[config.mk]
export PLATFORM = sky130hd
export DESIGN_NAME = dmem_io_arbiter_flat
export DESIGN_NICKNAME = d
export VERILOG_FILES = /design/src/rtl/dmem_io_arbiter_if.sv /design/src/rtl/dmem_io_arbiter.sv /design/src/flat_wrapper.sv
export SDC_FILE = /design/constraint.sdc
export NUM_CORES = 1
export LEC_CHECK = 0
export ABC_AREA = 1
export BUFFER_PORTS_ARGS = -buffer_cell sky130_fd_sc_hd__buf_2
export CAP_MARGIN = 20
export CORE_AREA = 2 2 154 156
export CTS_BUF_LIST = sky130_fd_sc_hd__clkbuf_2 sky130_fd_sc_hd__clkbuf_4 sky130_fd_sc_hd__clkbuf_8
export DETAILED_ROUTE_END_ITERATION = 12
export DIE_AREA = 0 0 156 158
export GPL_ROUTABILITY_DRIVEN = 0
export GPL_TIMING_DRIVEN = 0
export SLEW_MARGIN = 30
export SYNTH_ARGS = -nofsm -noshare
export SYNTH_HDL_FRONTEND = slang
export SYNTH_SLANG_ARGS = --single-unit
[constraint.sdc]
create_clock -name clock -period 12.3 [get_ports clock]
set_input_delay 1.845 -clock clock [delete_from_list [all_inputs] [get_ports clock]]
set_output_delay 1.845 -clock clock [all_outputs]
set_load 0.02 [all_outputs]
[src/rtl/dmem_io_arbiter_if.sv]
// dmem_io_arbiter_if: requester ports plus Data-Memory and IO bus of the dmem/IO arbiter.
// master = requesters and peripherals, slave = the arbiter.
interface dmem_io_arbiter_if;
    logic        req0, we0, ack0, stall0;
    logic [31:0] addr0, wdata0, rdata0;
    logic        req1, we1, ack1, lock1;
    logic [31:0] addr1, wdata1, rdata1;
    logic        mem_en, mem_we;
    logic [31:0] mem_addr, mem_wdata, mem_rdata;
    logic        io_sel, io_we, io_ready, bus_err;
    logic [31:0] io_addr, io_wdata;
    logic [23:0] io_rdata;
    modport master (
        output req0, we0, addr0, wdata0, req1, we1, addr1, wdata1, lock1,
               mem_rdata, io_rdata, io_ready,
        input  ack0, stall0, rdata0, ack1, rdata1, mem_en, mem_we, mem_addr, mem_wdata,
               io_sel, io_we, io_addr, io_wdata, bus_err
    );
    modport slave (
        input  req0, we0, addr0, wdata0, req1, we1, addr1, wdata1, lock1,
               mem_rdata, io_rdata, io_ready,
        output ack0, stall0, rdata0, ack1, rdata1, mem_en, mem_we, mem_addr, mem_wdata,
               io_sel, io_we, io_addr, io_wdata, bus_err
    );
endinterface

[src/rtl/dmem_io_arbiter.sv]
// dmem_io_arbiter: shares the Data-Memory/IO bus between the CPU (port 0) and the loader (port 1).
// Round-robin with a port 1 lock; BRAM has one-cycle read latency, IO waits on io_ready with a timeout.
module dmem_io_arbiter #(
    parameter logic [31:0] IO_BASE = 32'hFFFF_FC00,
    parameter int          TIMEOUT = 15
) (
    input logic              clock,
    input logic              reset,
    dmem_io_arbiter_if.slave bus
);
    typedef enum logic [1:0] {IDLE, ACCESS, RESP} state_t;
    state_t      state, state_nx;
    logic        rr_last, gnt, gnt_nx, we_q, err, is_io, tmo, acc_mem, acc_io, resp0, resp1;
    logic [31:0] addr_q, wdata_q, rdata0_q, rdata1_q, resp_data;
    logic [23:0] io_q;
    logic [3:0]  wait_cnt;
    always_comb begin
        is_io = addr_q >= IO_BASE;
        gnt_nx = (bus.lock1 && bus.req1) ? 1'b1 : (bus.req0 && bus.req1) ? ~rr_last : bus.req1;
        tmo = state == ACCESS && is_io && !bus.io_ready && wait_cnt == 4'(TIMEOUT);
        state_nx = state == IDLE   ? ((bus.req0 || bus.req1) ? ACCESS : IDLE)
                 : state == ACCESS ? ((!is_io || bus.io_ready || tmo) ? RESP : ACCESS)
                 : IDLE;
        acc_mem = state == ACCESS && !is_io;
        acc_io = state == ACCESS && is_io;
        resp0 = state == RESP && !gnt;
        resp1 = state == RESP && gnt;
        // read data is presented combinationally in RESP so it lines up with the ack
        resp_data = we_q ? 32'h0 : is_io ? {8'h0, io_q} : bus.mem_rdata;
        bus.mem_en = acc_mem;
        bus.mem_we = acc_mem && we_q;
        bus.mem_addr = addr_q;
        bus.mem_wdata = wdata_q;
        bus.io_sel = acc_io;
        bus.io_we = acc_io && we_q;
        bus.io_addr = addr_q;
        bus.io_wdata = wdata_q;
        bus.ack0 = resp0;
        bus.ack1 = resp1;
        bus.stall0 = bus.req0 && !resp0;
        bus.rdata0 = resp0 ? resp_data : rdata0_q;
        bus.rdata1 = resp1 ? resp_data : rdata1_q;
        bus.bus_err = state == RESP && err;
    end
    always_ff @(posedge clock or posedge reset) begin
        if (reset) begin
            state <= IDLE;
            rr_last <= 1'b1;
            gnt <= 1'b0;
            we_q <= 1'b0;
            addr_q <= 32'h0;
            wdata_q <= 32'h0;
            io_q <= 24'h0;
            wait_cnt <= 4'h0;
            err <= 1'b0;
            rdata0_q <= 32'h0;
            rdata1_q <= 32'h0;
        end else begin
            state <= state_nx;
            if (state == IDLE && (bus.req0 || bus.req1)) begin
                gnt <= gnt_nx;
                rr_last <= gnt_nx;
                we_q <= gnt_nx ? bus.we1 : bus.we0;
                addr_q <= gnt_nx ? bus.addr1 : bus.addr0;
                wdata_q <= gnt_nx ? bus.wdata1 : bus.wdata0;
            end
            if (state == ACCESS) begin
                io_q <= bus.io_rdata;
                if (acc_io && !bus.io_ready && !tmo) wait_cnt <= wait_cnt + 4'd1;
                if (tmo) err <= 1'b1;
            end
            if (state == RESP) begin
                err <= 1'b0;
                wait_cnt <= 4'h0;
                if (resp0) rdata0_q <= resp_data;
                if (resp1) rdata1_q <= resp_data;
            end
        end
    end
endmodule

[src/flat_wrapper.sv]
// flat-port wrapper written by rule: the top's interface ports become plain ports
module dmem_io_arbiter_flat 
#(
    parameter logic [31:0] IO_BASE = 32'hFFFF_FC00,
    parameter int          TIMEOUT = 15
)
  (clock, reset, bus_req0, bus_we0, bus_addr0, bus_wdata0, bus_req1, bus_we1, bus_addr1, bus_wdata1, bus_lock1, bus_mem_rdata, bus_io_rdata, bus_io_ready, bus_ack0, bus_stall0, bus_rdata0, bus_ack1, bus_rdata1, bus_mem_en, bus_mem_we, bus_mem_addr, bus_mem_wdata, bus_io_sel, bus_io_we, bus_io_addr, bus_io_wdata, bus_bus_err);
  dmem_io_arbiter_if bus_i ();
  input logic clock;
  input logic reset;
  input wire logic [$bits(bus_i.req0)-1:0] bus_req0;
  input wire logic [$bits(bus_i.we0)-1:0] bus_we0;
  input wire logic [$bits(bus_i.addr0)-1:0] bus_addr0;
  input wire logic [$bits(bus_i.wdata0)-1:0] bus_wdata0;
  input wire logic [$bits(bus_i.req1)-1:0] bus_req1;
  input wire logic [$bits(bus_i.we1)-1:0] bus_we1;
  input wire logic [$bits(bus_i.addr1)-1:0] bus_addr1;
  input wire logic [$bits(bus_i.wdata1)-1:0] bus_wdata1;
  input wire logic [$bits(bus_i.lock1)-1:0] bus_lock1;
  input wire logic [$bits(bus_i.mem_rdata)-1:0] bus_mem_rdata;
  input wire logic [$bits(bus_i.io_rdata)-1:0] bus_io_rdata;
  input wire logic [$bits(bus_i.io_ready)-1:0] bus_io_ready;
  output wire logic [$bits(bus_i.ack0)-1:0] bus_ack0;
  output wire logic [$bits(bus_i.stall0)-1:0] bus_stall0;
  output wire logic [$bits(bus_i.rdata0)-1:0] bus_rdata0;
  output wire logic [$bits(bus_i.ack1)-1:0] bus_ack1;
  output wire logic [$bits(bus_i.rdata1)-1:0] bus_rdata1;
  output wire logic [$bits(bus_i.mem_en)-1:0] bus_mem_en;
  output wire logic [$bits(bus_i.mem_we)-1:0] bus_mem_we;
  output wire logic [$bits(bus_i.mem_addr)-1:0] bus_mem_addr;
  output wire logic [$bits(bus_i.mem_wdata)-1:0] bus_mem_wdata;
  output wire logic [$bits(bus_i.io_sel)-1:0] bus_io_sel;
  output wire logic [$bits(bus_i.io_we)-1:0] bus_io_we;
  output wire logic [$bits(bus_i.io_addr)-1:0] bus_io_addr;
  output wire logic [$bits(bus_i.io_wdata)-1:0] bus_io_wdata;
  output wire logic [$bits(bus_i.bus_err)-1:0] bus_bus_err;
  assign bus_i.req0 = bus_req0;
  assign bus_i.we0 = bus_we0;
  assign bus_i.addr0 = bus_addr0;
  assign bus_i.wdata0 = bus_wdata0;
  assign bus_i.req1 = bus_req1;
  assign bus_i.we1 = bus_we1;
  assign bus_i.addr1 = bus_addr1;
  assign bus_i.wdata1 = bus_wdata1;
  assign bus_i.lock1 = bus_lock1;
  assign bus_i.mem_rdata = bus_mem_rdata;
  assign bus_i.io_rdata = bus_io_rdata;
  assign bus_i.io_ready = bus_io_ready;
  assign bus_ack0 = bus_i.ack0;
  assign bus_stall0 = bus_i.stall0;
  assign bus_rdata0 = bus_i.rdata0;
  assign bus_ack1 = bus_i.ack1;
  assign bus_rdata1 = bus_i.rdata1;
  assign bus_mem_en = bus_i.mem_en;
  assign bus_mem_we = bus_i.mem_we;
  assign bus_mem_addr = bus_i.mem_addr;
  assign bus_mem_wdata = bus_i.mem_wdata;
  assign bus_io_sel = bus_i.io_sel;
  assign bus_io_we = bus_i.io_we;
  assign bus_io_addr = bus_i.io_addr;
  assign bus_io_wdata = bus_i.io_wdata;
  assign bus_bus_err = bus_i.bus_err;
  dmem_io_arbiter #(.IO_BASE(IO_BASE), .TIMEOUT(TIMEOUT)) u_core (.clock(clock), .reset(reset), .bus(bus_i));
endmodule
==> reports/results.tsv <==
stage	metric	value	unit
run_status	status	finished clean	
critical_path	worstPathArrival	2710	ps
grt	overflow	0	
timing	fin_tns_setup	0	ps
critical_path	path_delay_family	buffers and inverters	
place	port_buffers	391	
clock_tree	cts_made_buffers	17	
drt	ant_nets	0	
synthesis	synthTopCellsByCount	nand2_1, dfrtp_1, a21oi_1	
synthesis	ys_async_sr_fraction	100.0	%
die	die-area	24650	um2
synthesis	synth_warnings	0	
die	core-area	23050	um2
critical_path	critPathLaunchType	input port	
grt	grt_pass1_wl	43840	um
place	pre_cts_ws	7762	ps
grt	grt_max_degree	85	
grt	grt_usage	23.20	%
clock_tree	tritoncts	built	
timing	period_minus_slack	4553	ps
synthesis	synth.distinct_cells	34	
hold_path	hp-class	flop to flop	
clock_tree	insertion_delay	460	ps
place	place_hpwl	22320	um
die	die_h	158	um
critical_path	crit_buf_inv	3	
layout	layout-drive-gt1-share	39.50	%
layout	fin_cells	1727	
clock_tree	clkSinkCount	162	
critical_path	worstPathCellList	buf_2 -> inv_1 -> nand2_1 -> nand3_1 -> o21ai_0 -> buf_2	
timing	finalMaxSlewViolations	0	
clock_tree	clkTransAtPathRegs	100	ps
layout	final_util	48.01	%
grt	antenna_found_initial	8	
die	fp-row-count	56	
layout	syn_to_final_growth	33.16	%
timing	worst_clock_skew	17.51	ps
synthesis	syn-num-nets	1201	
critical_path	crit_type	input port to primary output	
timing	setup_violations	0	
synthesis	seq_area_frac_synth	48.79	%
drt	drt-vias-per-instance	4.769	
flow_run	maxCapViolCount	0	
die	die_w	156	um
clock_tree	clock_path_buffers	2	
timing	slew_headroom	60.95	%
clock_tree	hold_buffers	0	
drt	num_vias	8236	
drt	dr.pass1.iters	5	
clock_tree	clockRootBuffer	clkbuf_8	
synthesis	avgSynthCellArea	8.270	um2
grt	grt_pass1_vias	8219	
synthesis	synthDominantCellAreaShare	48.47	%
critical_path	worst_setup_path_end_kind	primary output	
drt	post-route-drc-count	0	
clock_tree	postCtsResizedCells	0	
clock_tree	post-cts-setup-buffers	0	
power	p_leak	5.765	nW
critical_path	cpMaxStageDelayCell	o21ai_0	
drt	totalWireLength	28760	um
synthesis	synth_seq_cells	162	
synthesis	synth_most_common_cell	nand2_1	
synthesis	synthCells	1005	
drt	post_drt_wl_per_cell	16.65	um
critical_path	required	10450	ps
drt	drt_iter0_drc	429	
synthesis	synth_area_leaders	dfrtp_1, nand2_1, a21oi_1	
timing	timing.final.hold_violations	0	
power	peakVddDrop	159.9	uV
timing	fin_crit_sh	37.01	%
synthesis	synth_ff_type	dfrtp_1	
layout	nNetsFinal	1612	
place	dp_cells	1687	
synthesis	yosys.area.top_type	dfrtp_1	
timing	final.setup.worst_slack	7747	ps
timing	max_freq	219.6	MHz
critical_path	crit_fanout	4	
synthesis	netlist_area	8312	um2
die	ioPinCount	392	
synthesis	synth-edff-count	0	
timing	rsz0062_at_grt	false	
clock_tree	h-tree-depth	4	
critical_path	cpMostUsedCell	buf_2	
die	start_util	36.06	%
critical_path	cpPeakStageDelay	330	ps
power	power_density	270.7	nW/um2
timing	tightest_slew	585.8	ps
## tightest hold or removal path, delay by kind of cell, from the launching register on
kind | cells | cell delay (ps)
AOI/OAI and AO/OA | 1 | 60
DFF | 1 | 330
and+or+nand+nor | 1 | 60
## per-layer routing
metal	vias to the layer above	global-route usage (%)	wire, um
li1	4028	-	-
met1	3834	27.51	11410
met2	317	40.58	14400
met3	57	5.092	1911
met4	0	10.09	1044
met5	-	0	0
## state kept, by name, indices dropped and copies added (netlist names), 2 cells and up
name                 count
u_core.state             2
u_core.io_q             24
u_core.rdata0_q         32
u_core.rdata1_q         32
u_core.bus.io_addr      32
u_core.wait_cnt          4
u_core.bus.io_wdata     32
## metrics by stage
| step | power [mW] | area [um2] | hold WS [ps] |
|---|---|---|---|
| after global placement | 2.607 | 10630 | 455.8 |
| after global routing | 3.233 | 11060 | 510.2 |
| after detailed placement | 2.626 | 10670 | 463.9 |
| after floorplan | 2.038 | 8312 | 442.8 |
| final | 2.996 | 11070 | 484.0 |
| after CTS | 3.026 | 11050 | 485.5 |
## cell type report
class	count	area (um2)
sequential	162	4055
tap	290	362.8
timing repair buffer	392	1984
buffer	123	800.8
inverter	69	271.5
multi-input combinational	651	3192
antenna	9	22.52
fill	2325	11980
clock inverter	14	145.1
clock buffer	17	234.0
## path summary, 6_finish.rpt
check,startpoint,end,slack (ps),depth (start not counted)
min in group asynchronous,reset,u_core.rdata0_q[22],1460,2
worst max-delay path,bus_mem_rdata[0],bus_rdata0[0],7750,6
max in group asynchronous,reset,u_core.bus.io_addr[13],10000,3
worst min-delay path,u_core.rdata1_q[26],u_core.rdata1_q[26],480,2
worst max register to register,u_core.state[0],u_core.rdata1_q[30],10220,7
worst min register to register,u_core.rdata1_q[26],u_core.rdata1_q[26],480,2
## layout by cell type, fill, tap and decap left out, types with 2 or more instances in the layout
cell type	instances
inv_8	5
clkbuf_8	17
o21ai_1	88
buf_4	71
clkinvlp_4	4
dfrtp_1	161
diode_2	9
inv_2	3
inv_1	63
buf_6	3
a21oi_1	128
buf_1	2
o21ai_0	67
inv_6	5
nand3_2	18
buf_2	405
clkbuf_1	31
ha_1	4
nand3_1	13
nand2_4	20
nor2_1	81
nor2_4	2
nand2_1	218
buf_12	2
## cells by family after synthesis
family / Yosys count / share of synthesized area, %
AND/OR/NAND/NOR: 358 / 20.14
AO/OA/AOI/OAI: 288 / 17.55
buffers and inverters: 192 / 12.81
flip-flops: 162 / 48.79
adder cells (fa/ha/maj): 4 / 0.6022
XOR/XNOR: 1 / 0.1054
## power breakdown
part / switching (mW) / total [mW] / internal, mW / leakage (nW)
Clock: 0.223 / 0.390 / 0.166 / 0.183
Sequential: 0.160 / 0.943 / 0.784 / 1.96
Combinational: 1.07 / 1.66 / 0.595 / 3.62
Power figures use the tool's default switching activity.
